$ cat src/rtl/nandgate_monitor.sv
// Checks a NAND gate under test: each accepted vector (a, b, c) is compared against
// ~(a & b) one cycle later, and per-session pass/fail statistics are accumulated.
module nandgate_monitor #(
    parameter int WIDTH = 32,
    parameter int CNT_W = 16
) (
    input  logic             clk,
    input  logic             rst_n,
    input  logic             start,
    input  logic [CNT_W-1:0] num_vec,
    input  logic             in_valid,
    output logic             in_ready,
    input  logic [WIDTH-1:0] a,
    input  logic [WIDTH-1:0] b,
    input  logic [WIDTH-1:0] c,
    output logic             busy,
    output logic             done,
    output logic [CNT_W-1:0] pass_cnt,
    output logic [CNT_W-1:0] fail_cnt,
    output logic             err_flag,
    output logic [CNT_W-1:0] first_err_idx,
    output logic [WIDTH-1:0] first_err_mask
);

    typedef enum logic [1:0] {IDLE, RUN, DONE} state_t;

    localparam logic [CNT_W-1:0] CNT_ONE = CNT_W'(1);
    localparam logic [CNT_W:0]   TOT_ONE = (CNT_W+1)'(1);

    state_t           r_state;
    state_t           w_next;
    logic [CNT_W-1:0] r_num_vec;
    logic [CNT_W-1:0] r_acc_cnt;
    logic [CNT_W-1:0] r_pass_cnt;
    logic [CNT_W-1:0] r_fail_cnt;
    logic [CNT_W-1:0] r_err_idx;
    logic [CNT_W-1:0] r_pipe_idx;
    logic [WIDTH-1:0] r_a;
    logic [WIDTH-1:0] r_b;
    logic [WIDTH-1:0] r_c;
    logic [WIDTH-1:0] r_err_mask;
    logic             r_pipe_vld;
    logic             r_err_flag;

    logic             w_start_ok;
    logic             w_accept;
    logic [WIDTH-1:0] w_mask;
    logic             w_mismatch;
    logic [CNT_W:0]   w_total_next;
    logic             w_last_cmp;

    assign w_start_ok   = start && (r_state != RUN);
    assign in_ready     = (r_state == RUN) && (r_acc_cnt < r_num_vec);
    assign w_accept     = in_valid && in_ready;
    assign w_mask       = r_c ^ ~(r_a & r_b);
    assign w_mismatch   = |w_mask;
    // Count including the compare happening this cycle; one bit wider so it cannot wrap.
    assign w_total_next = {1'b0, r_pass_cnt} + {1'b0, r_fail_cnt} + TOT_ONE;
    assign w_last_cmp   = r_pipe_vld && (w_total_next == {1'b0, r_num_vec});

    assign busy           = (r_state == RUN);
    assign done           = (r_state == DONE);
    assign pass_cnt       = r_pass_cnt;
    assign fail_cnt       = r_fail_cnt;
    assign err_flag       = r_err_flag;
    assign first_err_idx  = r_err_idx;
    assign first_err_mask = r_err_mask;

    always_ff @(posedge clk or negedge rst_n) begin
        if (!rst_n) begin
            r_state <= IDLE;
        end else begin
            r_state <= w_next;
        end
    end

    always_comb begin
        w_next = r_state;
        case (r_state)
            IDLE, DONE: begin
                if (start) begin
                    w_next = (num_vec == '0) ? DONE : RUN;
                end
            end
            RUN: begin
                if (w_last_cmp) begin
                    w_next = DONE;
                end
            end
            default: w_next = IDLE;
        endcase
    end

    // Capture stage plus compare stage; a new session wipes any leftover state.
    always_ff @(posedge clk or negedge rst_n) begin
        if (!rst_n) begin
            r_num_vec  <= '0;
            r_acc_cnt  <= '0;
            r_pass_cnt <= '0;
            r_fail_cnt <= '0;
            r_err_idx  <= '0;
            r_err_mask <= '0;
            r_err_flag <= 1'b0;
            r_pipe_vld <= 1'b0;
            r_pipe_idx <= '0;
            r_a        <= '0;
            r_b        <= '0;
            r_c        <= '0;
        end else if (w_start_ok) begin
            r_num_vec  <= num_vec;
            r_acc_cnt  <= '0;
            r_pass_cnt <= '0;
            r_fail_cnt <= '0;
            r_err_idx  <= '0;
            r_err_mask <= '0;
            r_err_flag <= 1'b0;
            r_pipe_vld <= 1'b0;
        end else begin
            r_pipe_vld <= w_accept;
            if (w_accept) begin
                r_a        <= a;
                r_b        <= b;
                r_c        <= c;
                r_pipe_idx <= r_acc_cnt;
                r_acc_cnt  <= r_acc_cnt + CNT_ONE;
            end
            if (r_pipe_vld) begin
                if (w_mismatch) begin
                    r_fail_cnt <= r_fail_cnt + CNT_ONE;
                    if (!r_err_flag) begin
                        r_err_flag <= 1'b1;
                        r_err_idx  <= r_pipe_idx;
                        r_err_mask <= w_mask;
                    end
                end else begin
                    r_pass_cnt <= r_pass_cnt + CNT_ONE;
                end
            end
        end
    end

endmodule

$ cat config.mk
export PLATFORM = sky130hd
export DESIGN_NAME = nandgate_monitor
export DESIGN_NICKNAME = d
export VERILOG_FILES = /design/src/rtl/nandgate_monitor.sv
export SDC_FILE = /design/constraint.sdc
export NUM_CORES = 1
export LEC_CHECK = 0
export ABC_AREA = 1
export BUFFER_PORTS_ARGS = -buffer_cell sky130_fd_sc_hd__buf_2
export CAP_MARGIN = 0
export CORE_MARGIN = 8
export CORE_UTILIZATION = 46
export DETAILED_ROUTE_END_ITERATION = 6
export PLACE_DENSITY = 0.77
export SLEW_MARGIN = 40
export SYNTH_ARGS = -nofsm -noshare
export SYNTH_HDL_FRONTEND = slang
export SYNTH_SLANG_ARGS = --single-unit
$ cat constraint.sdc
create_clock -name clk -period 2.4 [get_ports clk]
set_input_delay 0.36 -clock clk [delete_from_list [all_inputs] [get_ports clk]]
set_output_delay 0.36 -clock clk [all_outputs]
set_load 0.02 [all_outputs]
Word-level counts from Yosys, hierarchy flattened
Cells that the tools add are included.
- bits of input ports: 116
- logic and storage cells: 71
- flip-flop bits (word level): 228
- output and inout bits: 84
- $add $sub $neg: 5
- order comparisons: 1
- equal/unequal tests: 8
- reductions and logical operators: 16
- muxes and demuxes: 24
- bitwise logic cells: 4
- operators by type and width (kind ; number):
    16-bit two-way mux ; 12
    32-bit two-way mux ; 4
    16-bit by 1-bit adder with 16-bit output (second input constant) ; 3
    32-bit bitwise AND ; 1
    32-bit inverter ; 1
    32-bit OR reduction ; 1
    32-bit bitwise XOR ; 1
    16-bit by 16-bit adder with 17-bit output ; 1
    17-bit by 1-bit adder with 17-bit output (second input constant) ; 1
    17-bit by 16-bit == test with 1-bit output ; 1
    16-bit logical NOT ; 1
    16-bit less-than comparator ; 1
    2-bit AND reduction ; 4
    2-bit two-way mux ; 3
    2-bit by 1-bit inequality test with 1-bit output (second input constant) ; 3
    2-bit nonzero test ; 3
    1-bit logical AND ; 4
    1-bit two-way mux ; 4
    2-bit inequality test (second input constant) ; 2
    2-bit case mux with 2 select lines ; 1
    3-bit AND reduction ; 1
    2-bit by 1-bit == test with 1-bit output (second input constant) ; 1
    2-bit == test (second input constant) ; 1
    2-bit logical NOT ; 1
    2 further kinds ; 2

Longest topological paths before layout
Gate-level depths: netlist of run 1.
- depth after elaboration: 7
- depth in mapped cells: 19
- depth with buffers taken out: 19

Least setup slack after synthesis of run 1
No wires, ideal clock.
- path kind: register to register
- start: register r_pass_cnt[0] (netlist: pass_cnt[0])
- end: register r_state[0]
- arrival time: 2.192 ns
- cell stages (with the launch flop): 15
- required time: 2.264 ns
- period minus slack after synthesis: 2.328 ns
- path buffers: 0
- setup slack: 0.072 ns
- path through: dfrtp_1 inv_1 ha_1 inv_1 fa_1 inv_1 nor2_1 nor4_1 nand2_1 nor2_1 nand3_1 nor3_1 nand3_1 nand2_1 o21ai_0
- word-level cells in the longest chain between the ends: 6
- ends and longest elaborated chain (what ; RTL line ; RTL):
    from (decl) ; 34 ; logic [CNT_W-1:0] r_pass_cnt;
    from (signal assigned) ; 136 ; r_pass_cnt <= r_pass_cnt + CNT_ONE;
    16-bit by 16-bit adder with 17-bit output ; 58 ; assign w_total_next = {1'b0, r_pass_cnt} + {1'b0, r_fail_cnt} + TOT_ONE;
    17-bit by 1-bit adder with 17-bit output ; 58 ;
    17-bit by 16-bit == test with 1-bit output ; 59 ; assign w_last_cmp = r_pipe_vld && (w_total_next == {1'b0, r_num_vec});
    1-bit logical AND ; 59 ;
    2-bit by 1-bit inequality test with 1-bit output (no line) ; -- ;
    2-bit AND reduction (no line) ; -- ;
    to (signal assigned) ; 73 ; r_state <= w_next;
    to (decl) ; 30 ; state_t r_state;
Every way passes these cells.
A chain may end at the register's enable or synchronous reset.

Final worst setup path of run 1
- start: register r_num_vec[9]
- end: output port in_ready
- word-level cells in the longest chain between the ends: 2
- ends and longest elaborated chain (what ; RTL line ; RTL):
    from (decl) ; 32 ; logic [CNT_W-1:0] r_num_vec;
    from (signal assigned) ; 110 ; r_num_vec <= num_vec;
    16-bit less-than comparator ; 53 ; assign in_ready = (r_state == RUN) && (r_acc_cnt < r_num_vec);
    1-bit logical AND ; 53 ;
    to (decl) ; 12 ; output logic in_ready,
Every way passes these cells.

==> impl_summary.md, run 1 <==
Yosys
The count of mapped cells out of synthesis is 1586. Of the post-synthesis cell area, the dominant cell type holds 0.472. The register area share after synthesis is 0.472. Sorting the synthesized cells by area gives the leading types as dfrtp_1, nand2_1, nand3_1. The total standard cell area after synthesis is 0.0121 sq mm. Yosys printed 0 warnings.

The cell taking the most area after synthesis is dfrtp_1. The most used flip-flop cell after synthesis is dfrtp_1. Counting flops with an async set or reset pin after synthesis yields a share of 1.00. Synthesis inferred 228 register bits. When the netlist entered floorplanning its net count stood at 1737. Dividing the synthesized area by the synthesized cell count gives 7.63 sq um. The synthesized netlist contains 34 unique library cells.

Counting flops with a built-in enable in the synthesized netlist gives 0.

Pwr
IR analysis of the VDD net gives a maximum drop of 0.461 mV. For this design the static power due to leakage is 0.00819 uW. The total power draw is 8030 uW. The total power divided by cell area is 532 mW/mm^2.

Place
Counting tap cells, the placed design contains a total of 2141 instances. The last weighted congestion value of the routability-driven placer is 0.967. The count of buffers inserted at the top-level ports is 199. The pre-CTS setup slack is -0.0132 ns. The HPWL after detailed placement is 27500 microns.

Die
The count of pins on the block boundary is 200. The area of the die is 0.0317 sq mm. The number of cell rows is 59. The effective utilization at floorplan is 0.467. The floorplan step set the die height to 178 microns. The core area is 0.0259 sq mm.

The overall die width is 178 microns.

Finish
The fill cell total of the finished layout is 2339. For this run, the share of the core covered by cells in the final layout is 0.582. For this run, the post-layout net count is 2003. In the final layout, the share of cells above drive strength 1 is 0.210. The count of cells in the finished layout, fillers not included, comes to 2205. Relative to the synthesized area, the layout overhead comes to 24.7%. 0 antenna diodes ended up in the layout.

Setup path
The category of the most critical setup path is reg2out. Of all nets on the critical path, the largest fanout is 3. Setup slack on the worst reg-to-reg path comes out at 0.07 ns. Counting cells, the worst reg-to-reg path comes to 15.

The endpoint of the worst register-to-register path is r_state[0]. The type of element capturing the critical path is an output port. STA classifies the critical path startpoint as a flop. The startpoint identified for the worst register-to-register timing path is pass_cnt[0]. The data arrival time of the critical path is 1.97 ns. At the worst endpoint, the required time is 2.04 ns.

Timing
The smallest setup slack after layout is 0.0652 ns. Setup repair after global routing could not meet its margin everywhere. The count of final hold-check violations is 0. At the pin with the least slew margin, the transition time is 0.689 ns. For the finished layout, the period the worst path requires is 2.33 ns.

Setup violations remaining at the end of the flow were counted as 0. The number of max-slew violations in the final report was 0. Derived from the worst setup path, the maximum achievable clock frequency is 0.428 GHz. Between clock sinks in the finished design, the worst skew comes to 0.0258 ns. Of the available clock period, the critical path in the final layout requires 0.973. The relative slew slack is 0.539.

Global route
The global-route usage over all layers is 0.226. The global-route wire length before repair is 57700 microns. The initial antenna violation count is 0. Entering global routing, the biggest net connects 75 pins. The via count of the first global-routing pass came to 11073. The leftover overflow at the end of global routing is 0.

Min path
The min-delay analysis places its worst path in the category in2reg. The endpoint of the worst hold path is r_b[9]. Along the worst hold path, the cell count comes to 3. The startpoint identified for the worst hold timing path is b[9].

Route
After detailed routing, the number of vias per cell comes to 5.12. The routed design has 36400 microns of wire. In the routed design, unresolved DRC markers number 0. The detail route stage leaves a number of antenna-violating nets equal to 0. The detailed router finished its first iteration with 1019 violations. The number of iterations in the first detailed-routing pass is 6.

The number of vias in the routed layout is 11286. In the final routed layout, each cell accounts on average for 16.5 microns.

Clock network
After clock tree synthesis, the clock-pin slew on the worst setup and hold paths is 0.07 ns. The clock buffer count from CTS is 25. The number of buffers on the longest clock path is 3. The CTS H-tree depth is 1. The number of clock sinks is 228. The clock reaches the later pin of the worst-skew pair after 0.53 ns. The root buffer cell chosen for the clock tree is clkbuf_16. The CTS tree is built.

Status
The run finished with clean final reports.

Run
Max-cap violations in this run came to 0.
==> worst max path at each step <==
stage	slack, ns	end	start
floorplan	0.07	r_state[0]	pass_cnt[0]
global placement	0.006	r_acc_cnt[1]	r_num_vec[1]
detailed placement	-0.01	r_c[12]	r_num_vec[6]
CTS	-0.02	in_ready	r_num_vec[1]
global route	-0.06	r_state[0]	pass_cnt[0]
finish	0.07	in_ready	r_num_vec[9]
==> metal layers <==
layer | share of wire | vias to the layer above | GRT usage | routed length, microns
li1 | - | 5538 | - | -
met1 | 0.45 | 5250 | 0.319 | 16400
met2 | 0.44 | 435 | 0.350 | 16100
met3 | 0.083 | 63 | 0.0409 | 3020
met4 | 0.025 | 0 | 0.0651 | 901
met5 | 0 | - | 0 | 0
==> cells by family after synthesis <==
| group | after synthesis | share of synthesized area |
|---|---|---|
| buf+inv | 208 | 0.0744 |
| xor+xnor | 70 | 0.0507 |
| flops | 228 | 0.472 |
| compound gates | 100 | 0.0426 |
| fa+ha+maj | 35 | 0.0368 |
| simple gates | 945 | 0.324 |
==> state kept, by name, indices dropped and copies added (netlist names) <==
name and flops:
first_err_idx 16, r_a 32, r_b 32, fail_cnt 16, pass_cnt 16, r_pipe_vld 1, r_num_vec 16, r_pipe_idx 16
r_state 2, r_acc_cnt 16, err_flag 1, r_c 32, first_err_mask 32
==> cell usage in the layout (no fill, tap or decap), types with 4 or more instances in the layout <==
| master | synthesis | final |
|---|---|---|
| nand2_1 | 641 | 639 |
| dfrtp_1 | 228 | 224 |
| buf_2 | 21 | 197 |
| nand3_1 | 158 | 154 |
| inv_1 | 144 | 134 |
| buf_4 | 12 | 89 |
| nor2_1 | 72 | 71 |
| o21ai_0 | 53 | 50 |
| xor2_1 | 37 | 37 |
| xnor2_1 | 33 | 33 |
| o21ai_1 | 23 | 25 |
| ha_1 | 34 | 25 |
| clkbuf_16 | 0 | 25 |
| nor3_1 | 24 | 22 |
| nand4_1 | 22 | 22 |
| a21oi_1 | 18 | 14 |
| inv_2 | 3 | 12 |
| buf_12 | 0 | 8 |
| nand3b_1 | 7 | 7 |
| ha_4 | 0 | 7 |
| clkbuf_8 | 0 | 7 |
| nor4_1 | 7 | 6 |
| or2_2 | 5 | 5 |
| nand3_2 | 1 | 5 |
| nand2_2 | 5 | 4 |
| a21oi_2 | 0 | 4 |
| dlygate4sd3_1 | 0 | 4 |
| dfrtp_2 | 0 | 4 |
==> synthesized netlist by cell type, types with 21 or more instances <==
cell type    n
buf_2       21
nor3_1      24
nand3_1    158
ha_1        34
o21ai_0     53
inv_1      144
xor2_1      37
nand4_1     22
nor2_1      72
dfrtp_1    228
xnor2_1     33
nand2_1    641
o21ai_1     23
==> worst max-delay path: stages (launching register included) <==
cell	delay [ns]
dfrtp_1	0.40
inv_1	0.06
ha_1	0.31
a21oi_1	0.14
o31ai_1	0.08
a21oi_1	0.13
nand3_1	0.11
inv_2	0.11
buf_6	0.12
==> power breakdown <==
| part | total [uW] | switching (uW) | internal (uW) |
|---|---|---|---|
| registers | 3840 | 0 | 3840 |
| logic | 208 | 125 | 82.3 |
| clock network | 3980 | 1620 | 2350 |
==> final cells by class <==
cell class / count / area [sq um] / share of cell area
Timing Repair Buffer: 300 / 1880 / 0.125
Tap cell: 335 / 419 / 0.0278
Sequential cell: 228 / 5710 / 0.379
Clock buffer: 35 / 733 / 0.0486
Inverter: 147 / 554 / 0.0368
Multi-Input combinational cell: 1150 / 5670 / 0.376
Clock inverter: 10 / 118 / 0.00780
==> repair_timing <==
item,4_1_cts,5_1_grt
hold buffers,4,0
endpoints found under the setup margin,14,89
gates resized for setup,12,34
pin swaps,8,10
hold endpoints to repair,51,0
buffers inserted,7,8
==> stage by stage <==
step / area (sq um) / setup TNS [ns] / hold WS [ns]
3_5_place_dp: 13900 / -0.0396 / 0.315
6_report: 15100 / 0 / 0.0169
3_3_place_gp: 13900 / 0 / 0.320
2_1_floorplan: 12100 / 0 / 0.0644
4_1_cts: 14900 / -0.0287 / 0.000147
5_1_grt: 15100 / -0.130 / 0.0118
Note: power is estimated with default switching activity, not from simulation.
==> run 2, diff against run 1 <==
Settings changed: CORE_UTILIZATION 46 to 37, PLACE_DENSITY 0.77 to 0.66.
==> run 2 against run 1 <==
Net effect:
- non-clock buffer count decreased by 12
- setup slack got worse by 0.048 ns
- largest cell class unchanged
- sequential power about the same
- register-to-register slack improved by 0.04 ns
==> impl_summary.md, run 2 (synthesized netlist as in run 1, its figures left out) <==
Die
The y dimension of the die was 197 microns (+10%). The effective utilization at floorplan is 0.374 (-0.0932). The core area came to 0.0324 sq mm (+25%). The area of the die is 0.0387 sq mm (+22%). The count of pins on the block boundary is 200 (unchanged). The overall die width was 197 microns (+10%). The number of cell rows is 66 (+12%).

Global route
The global-route wire length before repair is 59400 microns (+3.0%). The largest net degree at the start of global routing is 127 (+69%). The leftover overflow at the end of global routing came to 0 (unchanged).

The via count of the first global-routing pass came to 10972 (-0.91%). The initial antenna violation count is 0 (unchanged). The global-route usage over all layers is 0.187 (-0.0383).

Finish
The fill cell total of the finished layout is 3255 (+39%). In the layout the commonest cells are nand2_1, dfrtp_1, buf_2, nand3_1, inv_1. The share of final-layout standard cells stronger than drive strength 1 is 0.201 (-0.00855).

Leaving out fill and tap cells, the most frequent cell in the layout is nand2_1. The number of cells in the finished layout apart from fillers is 2307 (+4.6%). The post-synthesis to final-layout area growth is 26.1%.

The diode insertion count for antenna repair is 0 (unchanged). The final layout net count came to 1994 (-0.45%).

Timing
The relative slew slack is 0.567 (+0.0285). The total setup violations reported at the end of the flow came to 0 (unchanged). The count of final hold-check violations is 0 (unchanged). Setup repair after global routing could not meet its margin everywhere. The total negative slack for setup checks is 0 ns (unchanged). The clock skew after layout is 0.0175 ns (-0.00829 ns).

The portion of the clock cycle consumed by the worst path in the final layout is 0.993 (+0.0200). The number of max-slew violations in the final report came to 0 (unchanged). The peak clock frequency supported by timing is 0.420 GHz (-2.0%). The minimum clock period is 2.38 ns (+0.0480 ns). The worst-margin pin slew came to 0.646 ns (-0.0426 ns).

Setup path
The data required time of the critical path was 2.04 ns (about the same). The data arrival time of the critical path came to 2.02 ns (+0.05 ns). The maximum fanout count along the critical path is 4 (+1).

STA classifies the critical path endpoint as an output port. The launching element type of the critical path is a flop. The critical path in this run is classified as reg2out.

Min path
The path class of the tightest hold or removal check is in2reg.

Route
The DRC violation count after routing is 0 (unchanged). The overall routed net length was 36700 microns (+0.72%). The number of nets with antenna violations after detailed routing is 0 (unchanged). The DRC marker count from the first detailed-route iteration is 742 (-27%). The number of iterations in the first detailed-routing pass is 5 (-1). The via-per-instance ratio came to 4.83 (-5.7%). The final routed wire length divided by cell count came to 15.9 microns (-3.7%).

The number of vias in the routed layout came to 11134 (-1.3%).

Run
The max capacitance violation total is 0 (unchanged).

Pwr
The total power divided by cell area is 549 mW/mm^2 (+3.2%). The peak ir drop on the vdd network is 0.427 mV (-7.4%). The leakage power figure is 0.00818 uW (-0.19%).

Clock network
The root buffer cell chosen for the clock tree is clkbuf_16. TritonCTS built the clock tree. The CTS H-tree depth is 1 (unchanged).

The worst-skew pair later-pin latency is 0.54 ns (about the same). The number of clock sinks is 228 (unchanged). The number of buffers on the longest clock path is 3 (unchanged). The clock buffer count from CTS is 28 (+12%).

The clock-pin slew on the worst setup and hold paths was 0.06 ns (about the same).

Place
The number of placed instances, taps included is 2233 (+4.3%). The last weighted congestion value of the routability-driven placer is 0.903 (-6.6%). The HPWL after detailed placement came to 27600 microns (+0.30%). The count of buffers inserted at the top-level ports was 199 (unchanged).

Status
The run finished with clean final reports.
run 2: cell types whose count changed in the layout (fill, tap and decap cells not counted), moves of 4 or more:
cell and delta:
clkbuf_16 +4, clkbuf_1 +5, dlygate4sd3_1 +4, a21oi_2 +4
clkinv_2 +4, inv_1 +6, buf_4 -16, inv_2 -6
a21oi_1 -4
run 2: layer usage:
layer / GRT usage / share of wire
met1: 0.272 / 0.48
met4: 0.0401 / 0.017
met2: 0.286 / 0.44
met3: 0.0360 / 0.068
met5: 0 / 0
run 2: critical path, stage by stage (launching register included):
cell	delay (ns)
dfrtp_2	0.45
ha_1	0.31
a21oi_1	0.15
o21ai_0	0.09
a21oi_1	0.14
nand3_1	0.13
inv_2	0.11
buf_6	0.12
run 2: layout make-up:
cell class	count	area, sq um	area share
clock buffer	41	811	0.0531
clock inverter	11	136	0.00894
inverter	147	553	0.0362
multi-input combinational	1150	5700	0.373
sequential	228	5710	0.374
tap	442	553	0.0362
timing repair buffer	288	1800	0.118
run 2: worst paths after layout:
check / start / endpoint / slack [ns] / cells after the start
max in group asynchronous: rst_n / pass_cnt[10] / 1.30 / 3
min in group asynchronous: rst_n / r_a[18] / 0.37 / 2
worst max-delay path: r_acc_cnt[15] / in_ready / 0.02 / 7
worst max register to register: pass_cnt[0] / r_state[0] / 0.11 / 15
worst min register to register: r_a[29] / r_a[29] / 0.48 / 2
worst min-delay path: a[16] / r_a[16] / 0.02 / 3
run 2: power breakdown:
| part | switching (uW) | internal [uW] | total (uW) |
|---|---|---|---|
| Combinational | 126 | 88.7 | 215 |
| Sequential | 0 | 3850 | 3850 |
| Clock | 1660 | 2660 | 4320 |
| Total | 1790 | 6590 | 8380 |
run 2: what timing repair did:
item / in CTS / in global routing
pin swaps: 6 / 6
hold buffers: 8 / 0
hold endpoints to repair: 73 / 0
setup buffers: 10 / 4
endpoints found under the setup margin: 2 / 6
gates resized for setup: 10 / 31
run 2: per-stage QoR:
| step | hold slack, ns | worst slack (ns) | util | total power (uW) | cell area, sq um |
|---|---|---|---|---|---|
| 2_1_floorplan | 0.0644 | 0.0719 | - | 3920 | 12100 |
| 3_3_place_gp | 0.378 | 0.0686 | 0.430 | 4120 | 13900 |
| 3_5_place_dp | 0.379 | 0.00813 | 0.430 | 4120 | 13900 |
| 4_1_cts | 0.000828 | -0.0507 | 0.466 | 8490 | 15100 |
| 5_1_grt | 0.00874 | -0.0808 | 0.471 | 8660 | 15300 |
| 6_report | 0.0182 | 0.0172 | 0.471 | 8380 | 15300 |
